File: config.mk
export PLATFORM = sky130hd
export DESIGN_NAME = tmds_link_ctrl_flat
export DESIGN_NICKNAME = d
export VERILOG_FILES = /design/src/rtl/tmds_link_ctrl_pkg.sv /design/src/rtl/tmds_link_ctrl_if.sv /design/src/rtl/tmds_link_ctrl_sync_2ff.sv /design/src/rtl/tmds_link_ctrl.sv /design/src/flat_wrapper.sv
export SDC_FILE = /design/constraint.sdc
export NUM_CORES = 1
export LEC_CHECK = 0
export CELL_PAD_IN_SITES_DETAIL_PLACEMENT = 2
export CELL_PAD_IN_SITES_GLOBAL_PLACEMENT = 2
export CORE_MARGIN = 4
export CORE_UTILIZATION = 29
export CTS_CLUSTER_DIAMETER = 200
export CTS_CLUSTER_SIZE = 25
export DETAILED_ROUTE_END_ITERATION = 6
export HOLD_SLACK_MARGIN = 0.12
export PLACE_DENSITY_LB_ADDON = 0.12
export SLEW_MARGIN = 20
export SYNTH_ARGS = -nofsm -noshare
export SYNTH_HDL_FRONTEND = slang
export SYNTH_SLANG_ARGS = --single-unit
File: constraint.sdc
create_clock -name i_pdata_clk -period 5.4 [get_ports i_pdata_clk]
set_input_delay 0.81 -clock i_pdata_clk [delete_from_list [all_inputs] [get_ports i_pdata_clk]]
set_output_delay 0.81 -clock i_pdata_clk [all_outputs]
set_load 0.01 [all_outputs]
File: src/rtl/tmds_link_ctrl_pkg.sv
// Shared definitions for the TMDS link sequencer:
// control tokens, symbol type, state encoding.
package tmds_link_ctrl_pkg;

    localparam int SYM_W = 10;

    typedef logic [SYM_W-1:0] sym_t;

    localparam sym_t CTRL_00 = 10'b1101010100;
    localparam sym_t CTRL_01 = 10'b0010101011;
    localparam sym_t CTRL_10 = 10'b0101010100;
    localparam sym_t CTRL_11 = 10'b1010101011;

    typedef enum logic [1:0] {
        WAIT_LOCK = 2'd0,
        RST_HOLD  = 2'd1,
        FLUSH     = 2'd2,
        ACTIVE    = 2'd3
    } state_t;

    function automatic int max3(input int a, input int b, input int c);
        int m;
        m = (a > b) ? a : b;
        return (m > c) ? m : c;
    endfunction

endpackage

File: src/rtl/tmds_link_ctrl_if.sv
// Symbol bus between encoders, the link sequencer
// and the serializers.
interface tmds_link_ctrl_if;
    import tmds_link_ctrl_pkg::*;

    sym_t i_tmds_ch0;
    sym_t i_tmds_ch1;
    sym_t i_tmds_ch2;
    sym_t o_pdata_ch0;
    sym_t o_pdata_ch1;
    sym_t o_pdata_ch2;
    logic o_timing_en;

    modport master (
        output i_tmds_ch0, i_tmds_ch1, i_tmds_ch2,
        input  o_pdata_ch0, o_pdata_ch1, o_pdata_ch2,
        input  o_timing_en
    );

    modport slave (
        input  i_tmds_ch0, i_tmds_ch1, i_tmds_ch2,
        output o_pdata_ch0, o_pdata_ch1, o_pdata_ch2,
        output o_timing_en
    );

endinterface

File: src/rtl/tmds_link_ctrl_sync_2ff.sv
// Two-flop synchronizer with a parameterised
// reset value.
module tmds_link_ctrl_sync_2ff #(
    parameter logic RST_VAL = 1'b0
) (
    input  logic i_clk,
    input  logic i_rst,
    input  logic i_d,
    output logic o_q
);

    logic r_meta;
    logic r_q;

    always_ff @(posedge i_clk) begin
        if (i_rst) begin
            r_meta <= RST_VAL;
            r_q    <= RST_VAL;
        end else begin
            r_meta <= i_d;
            r_q    <= r_meta;
        end
    end

    assign o_q = r_q;

endmodule

File: src/rtl/tmds_link_ctrl.sv
// Bring-up / teardown sequencer for the three
// TMDS serializer channels.
module tmds_link_ctrl
    import tmds_link_ctrl_pkg::*;
#(
    parameter int LOCK_STABLE_CYCLES = 1024,
    parameter int RST_HOLD_CYCLES    = 16,
    parameter int FLUSH_CYCLES       = 1650
) (
    input  logic              i_pdata_clk,
    input  logic              i_rst,
    input  logic              i_pll_locked,
    input  logic              i_link_en,
    tmds_link_ctrl_if.slave   io_link,
    output logic              o_serdes_rst,
    output logic              o_link_up,
    output logic [1:0]        o_state
);

    localparam int CW = $clog2(max3(LOCK_STABLE_CYCLES,
                                    RST_HOLD_CYCLES,
                                    FLUSH_CYCLES)) + 1;

    localparam logic [CW-1:0] LOCK_LAST  = CW'(LOCK_STABLE_CYCLES - 1);
    localparam logic [CW-1:0] HOLD_LAST  = CW'(RST_HOLD_CYCLES - 1);
    localparam logic [CW-1:0] FLUSH_LAST = CW'(FLUSH_CYCLES - 1);

    state_t          r_state;
    logic [CW-1:0]   r_cnt;
    logic            w_lock_s;
    logic            w_go;

    tmds_link_ctrl_sync_2ff #(
        .RST_VAL (1'b0)
    ) u_lock_sync (
        .i_clk (i_pdata_clk),
        .i_rst (i_rst),
        .i_d   (i_pll_locked),
        .o_q   (w_lock_s)
    );

    assign w_go    = w_lock_s & i_link_en;
    assign o_state = r_state;

    // Losing the go condition anywhere looks exactly like
    // reset; in WAIT_LOCK it just restarts qualification.
    always_ff @(posedge i_pdata_clk) begin
        if (i_rst || !w_go) begin
            r_state             <= WAIT_LOCK;
            r_cnt               <= '0;
            o_serdes_rst        <= 1'b1;
            io_link.o_pdata_ch0 <= CTRL_00;
            io_link.o_pdata_ch1 <= CTRL_00;
            io_link.o_pdata_ch2 <= CTRL_00;
            io_link.o_timing_en <= 1'b0;
            o_link_up           <= 1'b0;
        end else begin
            unique case (r_state)
                WAIT_LOCK: begin
                    if (r_cnt == LOCK_LAST) begin
                        r_state <= RST_HOLD;
                        r_cnt   <= '0;
                    end else begin
                        r_cnt <= r_cnt + CW'(1);
                    end
                end
                RST_HOLD: begin
                    if (r_cnt == HOLD_LAST) begin
                        r_state      <= FLUSH;
                        r_cnt        <= '0;
                        o_serdes_rst <= 1'b0;
                    end else begin
                        r_cnt <= r_cnt + CW'(1);
                    end
                end
                FLUSH: begin
                    if (r_cnt == FLUSH_LAST) begin
                        r_state             <= ACTIVE;
                        r_cnt               <= '0;
                        io_link.o_timing_en <= 1'b1;
                        o_link_up           <= 1'b1;
                    end else begin
                        r_cnt <= r_cnt + CW'(1);
                    end
                end
                ACTIVE: begin
                    io_link.o_pdata_ch0 <= io_link.i_tmds_ch0;
                    io_link.o_pdata_ch1 <= io_link.i_tmds_ch1;
                    io_link.o_pdata_ch2 <= io_link.i_tmds_ch2;
                end
            endcase
        end
    end

endmodule

File: src/flat_wrapper.sv
// flat-port wrapper written by rule: the top's interface ports become plain ports
module tmds_link_ctrl_flat import tmds_link_ctrl_pkg::*;
#(
    parameter int LOCK_STABLE_CYCLES = 1024,
    parameter int RST_HOLD_CYCLES    = 16,
    parameter int FLUSH_CYCLES       = 1650
)
  (i_pdata_clk, i_rst, i_pll_locked, i_link_en, o_serdes_rst, o_link_up, o_state, io_link_i_tmds_ch0, io_link_i_tmds_ch1, io_link_i_tmds_ch2, io_link_o_pdata_ch0, io_link_o_pdata_ch1, io_link_o_pdata_ch2, io_link_o_timing_en);
  tmds_link_ctrl_if io_link_i ();
  input  logic i_pdata_clk;
  input  logic i_rst;
  input  logic i_pll_locked;
  input  logic i_link_en;
  output logic o_serdes_rst;
  output logic o_link_up;
  output logic [1:0] o_state;
  input wire logic [$bits(io_link_i.i_tmds_ch0)-1:0] io_link_i_tmds_ch0;
  input wire logic [$bits(io_link_i.i_tmds_ch1)-1:0] io_link_i_tmds_ch1;
  input wire logic [$bits(io_link_i.i_tmds_ch2)-1:0] io_link_i_tmds_ch2;
  output wire logic [$bits(io_link_i.o_pdata_ch0)-1:0] io_link_o_pdata_ch0;
  output wire logic [$bits(io_link_i.o_pdata_ch1)-1:0] io_link_o_pdata_ch1;
  output wire logic [$bits(io_link_i.o_pdata_ch2)-1:0] io_link_o_pdata_ch2;
  output wire logic [$bits(io_link_i.o_timing_en)-1:0] io_link_o_timing_en;
  assign io_link_i.i_tmds_ch0 = io_link_i_tmds_ch0;
  assign io_link_i.i_tmds_ch1 = io_link_i_tmds_ch1;
  assign io_link_i.i_tmds_ch2 = io_link_i_tmds_ch2;
  assign io_link_o_pdata_ch0 = io_link_i.o_pdata_ch0;
  assign io_link_o_pdata_ch1 = io_link_i.o_pdata_ch1;
  assign io_link_o_pdata_ch2 = io_link_i.o_pdata_ch2;
  assign io_link_o_timing_en = io_link_i.o_timing_en;
  tmds_link_ctrl #(.LOCK_STABLE_CYCLES(LOCK_STABLE_CYCLES), .RST_HOLD_CYCLES(RST_HOLD_CYCLES), .FLUSH_CYCLES(FLUSH_CYCLES)) u_core (.i_pdata_clk(i_pdata_clk), .i_rst(i_rst), .i_pll_locked(i_pll_locked), .i_link_en(i_link_en), .io_link(io_link_i), .o_serdes_rst(o_serdes_rst), .o_link_up(o_link_up), .o_state(o_state));
endmodule
# Word level (Yosys, flattened, before mapping)
# Cells that the tools add are included.
# totals
regBits	48
input_bits	34
out_inout_bits	35
word_cells	35
# classes
n_addsub	1
eq_ne	9
n_mux	8
n_bitwise	1
n_reduce_logical	7
# ops
operator	n
two-way mux 12 bit	3
case mux 12 bit (3 select lines)	1
adder 12 x 1 -> 12 bit (second input constant)	1
== test 12 x 10 -> 1 bit (second input constant)	1
== test 12 x 11 -> 1 bit (second input constant)	1
== test 12 x 4 -> 1 bit (second input constant)	1
two-way mux 2 bit	3
inequality test 2 x 1 -> 1 bit (second input constant)	3
case mux 2 bit (3 select lines)	1
== test 2 bit (second input constant)	2
AND reduction 2 bit	2
AND reduction 4 bit	1
nonzero test 3 bit	1
== test 2 x 1 -> 1 bit (second input constant)	1
zero test 2 bit	1
bitwise AND 1 bit	1
zero test 1 bit	1
logical OR 1 bit	1

# Depth between registers and ports, before layout
# logic_depth
depth_word	3
depth_mapped	8

# By module
# From an unflattened synthesis, not the netlist that was laid out.
# unflattened
cells_unflattened	226
area_unflattened_um2	2132.0
# modules_own_cells
mod	instances	cells_per_inst	area_each_um2	seq_area_each_um2
tmds_link_ctrl	1	222	2079.5	920.9
tmds_link_ctrl_sync_2ff	1	4	52.6	40.0

# Least setup slack after synthesis
# Ideal clock, no wire load.
# synth_path
kind	register to register
startpoint	register u_core.r_cnt[0]
endpoint	register u_core.r_cnt[11]
setup_ns	0.116
arrival_ns	1.963
required_ns	5.284
slack_ns	3.321
stages_incl_launch_ff	8
synth_period_minus_slack_ns	2.079
path_cell_list	dfxtp_1 ha_1 or4b_1 o41a_1 nor3b_2 buf_4 nor4_2 a31o_1
# synth_via
elab_chain_len	3
word_cells_on_any_way	8
classes_between	add/sub (1); eq/ne (3); mux (4)
# synth_rtl
item	line_no	text
start, declared	tmds_link_ctrl.sv:29	logic [CW-1:0] r_cnt;
start signal, assigned	tmds_link_ctrl.sv:64	r_cnt <= r_cnt + CW'(1);
start signal, assigned	tmds_link_ctrl.sv:73	r_cnt <= r_cnt + CW'(1);
start signal, assigned	tmds_link_ctrl.sv:83	r_cnt <= r_cnt + CW'(1);
adder 12 x 1 -> 12 bit (tied with other cells)	tmds_link_ctrl.sv:64, tmds_link_ctrl.sv:73, tmds_link_ctrl.sv:83	
two-way mux 12 bit (on tied branches)	tmds_link_ctrl.sv:77, tmds_link_ctrl.sv:60, tmds_link_ctrl.sv:68	
case mux 12 bit (3 select lines) *	tmds_link_ctrl.sv:58	unique case (r_state)
# Every way passes the cells marked *; elsewhere a longest branch is shown, timed or not.
# A chain may end at the register's enable or synchronous reset.

# Final worst setup path
# layout_path
startpoint	register u_core.r_cnt[0]
endpoint	register u_core.r_cnt[3]
# Same word-level chain as after synthesis.

==> impl_metrics.tcl <==
set metrics [dict create \
    cap_viol_max_count 0 \
    ys_ff_latch 48 \
    core_area_sq_um 7210 \
    netlist-cell-type-count 44 \
    path_cells "ha_1 -> or4b_1 -> o41a_1 -> nor3b_2 -> a2111oi_0 -> a31o_1" \
    cp-start-kind "flip-flop" \
    worst-path-buf-inv 0 \
    synth_top_family_by_area "simple AND/OR/NAND/NOR gates" \
    hp-class "reg -> reg" \
    end_kind "flip-flop" \
    layout-drive-gt1-share_pct 5.94 \
    vdd_drop_max_v 0.0000877 \
    worst_pin_slew_ns 0.957 \
    fp.dieArea_sq_um 8810 \
    areaGrowthSynthToFinish_pct 39.7 \
    synthMuxAreaShare_pct 14.1 \
    post_cts_buffers 0 \
    antenna_found_initial 0 \
    n_antenna_cell 0 \
    skew_ns 0.00622 \
    netlist_instances 223 \
    dpl-instance-area_sq_um 2890 \
    die_x_microns 93.8 \
    synth_adder_area_share_pct 4.68 \
    max_slew_margin_pct 36.2 \
    period_minus_slack_ns 2.62 \
    max_stage_delay_ns 0.67 \
    htreeDepth 2 \
    grtUsageTotal_pct 15.0 \
    syn_nets 265 \
    setup_viol 0 \
    nFillCells 815 \
    post_cts_resized 0 \
    cts_buffers 5 \
    rsz0062_at_grt "false" \
    grt_overflow 0 \
    rows 31 \
    p_per_area_nw_per_um2 204 \
    clkTransAtPathRegs_ns 0.09 \
    clock-root-buffer "clkbuf_8" \
    slew_violations 0 \
    num_vias 1861 \
    initial_core_util_pct 29.6 \
    hold_viol 0 \
    cp_slowest_cell "nor3b_2" \
    synth_simple_gate_area_share_pct 21.1 \
    clock_latency_ns 0.30 \
    wl_per_cell_microns 16.0 \
    async_reset_ff_share_pct 0 \
    place.port_buffers 68 \
    synthXorXnorAreaFrac_pct 1.23 \
    finalCritPeriodShare_pct 48.6 \
    design_area_sq_um 2990 \
    ant_nets 0 \
    ctsHoldBuffers 0 \
    synth-compound-area-share_pct 10.0 \
    grt_pass1_wl_microns 10400 \
    cts_tree "done" \
    io_pins 69 \
    synth.largest_area_cell "dfxtp_1" \
    avgSynthCellArea_sq_um 9.58 \
    dp_hpwl_microns 4460 \
    synth_area_leaders "dfxtp_1 45%, mux2i_1 14%, ha_1 4.7%" \
    cp_data_required_time_ns 5.60 \
    fmax_mhz 381 \
    cts.sinks 48 \
    synth_common_cells "48 x dfxtp_1, 30 x mux2i_1, 26 x nand2_1, 22 x nor2_1" \
    netlist_area_sq_um 2140 \
    synth-main-ff-cell "dfxtp_1" \
    criticalPathCategory "reg -> reg" \
    cp.arrival_ns 2.83 \
    first_pass_iters 4 \
    leakagePower_nw 0.942 \
    grt_max_degree 32 \
    yosysMostFrequentCell "dfxtp_1" \
    gp_congestion 0.731 \
    drt-vias-per-instance 4.83 \
    synth_edf_count 0 \
    synth.top_cell.area_share_pct 45.0 \
    die_h_microns 93.8 \
    yosysWarnings 0 \
    cp_top_family "simple AND/OR/NAND/NOR gates" \
    fin_setup_tns_ns 0 \
    drtIter0Drc 74 \
    drt-total-wl_microns 6160 \
    outcome "completed" \
    cp_max_fo 11 \
    route.detailed.drc 0 \
    ys_seq_area_share_pct 45.0 \
    num-nets-final 328 \
    grt_pass1_vias 2022 \
    clock_path_buffers 2 \
]
cell families after synthesis:
family,count (synthesis)
flip-flops,48
multiplexers,30
AO/OA/AOI/OAI,26
XOR/XNOR,3
adder cells (fa/ha/maj),8
buffers and inverters,20
AND/OR/NAND/NOR,88
where the power goes:
part | switching [mW] | total (mW) | internal (mW)
registers | 0.000392 | 0.355 | 0.354
clock network | 0.123 | 0.225 | 0.102
logic | 0.00641 | 0.0286 | 0.0222
total | 0.130 | 0.609 | 0.479
area by class of cell:
| type | count | area, sq um | share of cell area [%] |
|---|---|---|---|
| Tap cell | 99 | 124 | 4.15 |
| Multi-Input combinational cell | 155 | 1090 | 36.7 |
| Clock buffer | 6 | 82.6 | 2.77 |
| Inverter | 7 | 26.3 | 0.880 |
| Timing Repair Buffer | 69 | 688 | 23.1 |
| Sequential cell | 48 | 961 | 32.2 |
| Clock inverter | 1 | 8.76 | 0.293 |
layer usage:
| metal | GRT usage (%) | routed length, microns | part of all wire (%) |
|---|---|---|---|
| met5 | 0 | 0 | 0 |
| met4 | 4.33 | 78 | 1.3 |
| met3 | 3.37 | 261 | 4.2 |
| met2 | 25.4 | 3100 | 50 |
| met1 | 19.0 | 2720 | 44 |
worst register-to-register path, delay by kind of cell (launching register included):
kind,cells,cell delay (ns)
and+or+nand+nor,2,1.13
adders and majority gates,1,0.17
AOI/OAI and AO/OA,3,0.79
DFF,1,0.44
flip-flops by register name (all words and copies together) (netlist names):
register and flops:
u_core.io_link.o_pdata_ch1 10, u_core.io_link.o_pdata_ch2 10, u_core.o_serdes_rst 1, u_core.o_state 2, u_core.io_link.o_timing_en 1, u_core.r_cnt 12, u_core.io_link.o_pdata_ch0 10, u_core.u_lock_sync.o_q 1
u_core.u_lock_sync.r_meta 1
layout by cell type, fill, tap and decap left out, types with 3 or more instances in the layout:
| cell | Yosys | layout |
|---|---|---|
| nor2_1 | 22 | 22 |
| ha_1 | 8 | 7 |
| o21ai_0 | 3 | 3 |
| clkbuf_8 | 0 | 6 |
| nor4_1 | 3 | 3 |
| dfxtp_1 | 48 | 48 |
| nor2b_1 | 4 | 4 |
| a31o_1 | 4 | 4 |
| mux2i_1 | 30 | 30 |
| nand2_1 | 26 | 26 |
| nand4_1 | 4 | 4 |
| clkdlybuf4s50_1 | 0 | 68 |
| or3_1 | 3 | 3 |
| nand3_1 | 7 | 7 |
| a2111oi_0 | 3 | 3 |
| inv_1 | 7 | 7 |
| nor3_1 | 4 | 4 |
| a21oi_1 | 6 | 6 |
worst paths after layout:
check | start | endpoint | slack (ns) | cells past startpoint
min reg2reg | u_core.u_lock_sync.r_meta | u_core.u_lock_sync.o_q | 0.45 | 1
max | u_core.r_cnt[0] | u_core.r_cnt[3] | 2.78 | 6
max reg2reg | u_core.r_cnt[0] | u_core.r_cnt[3] | 2.78 | 6
min | u_core.u_lock_sync.r_meta | u_core.u_lock_sync.o_q | 0.45 | 1
per-stage QoR:
step / std cells / power, mW / worst slack, ns / util (%) / hold slack (ns)
global route: 385 / 0.638 / 2.57 / 41.4 / 0.474
floorplan: 223 / 0.366 / 3.32 / - / 0.414
global placement: 378 / 0.391 / 2.85 / 40.1 / 0.419
finish: 385 / 0.609 / 2.78 / 41.4 / 0.452
CTS: 385 / 0.625 / 2.77 / 41.4 / 0.461
detailed placement: 378 / 0.392 / 2.73 / 40.1 / 0.442
(Power assumes the default switching activity.)
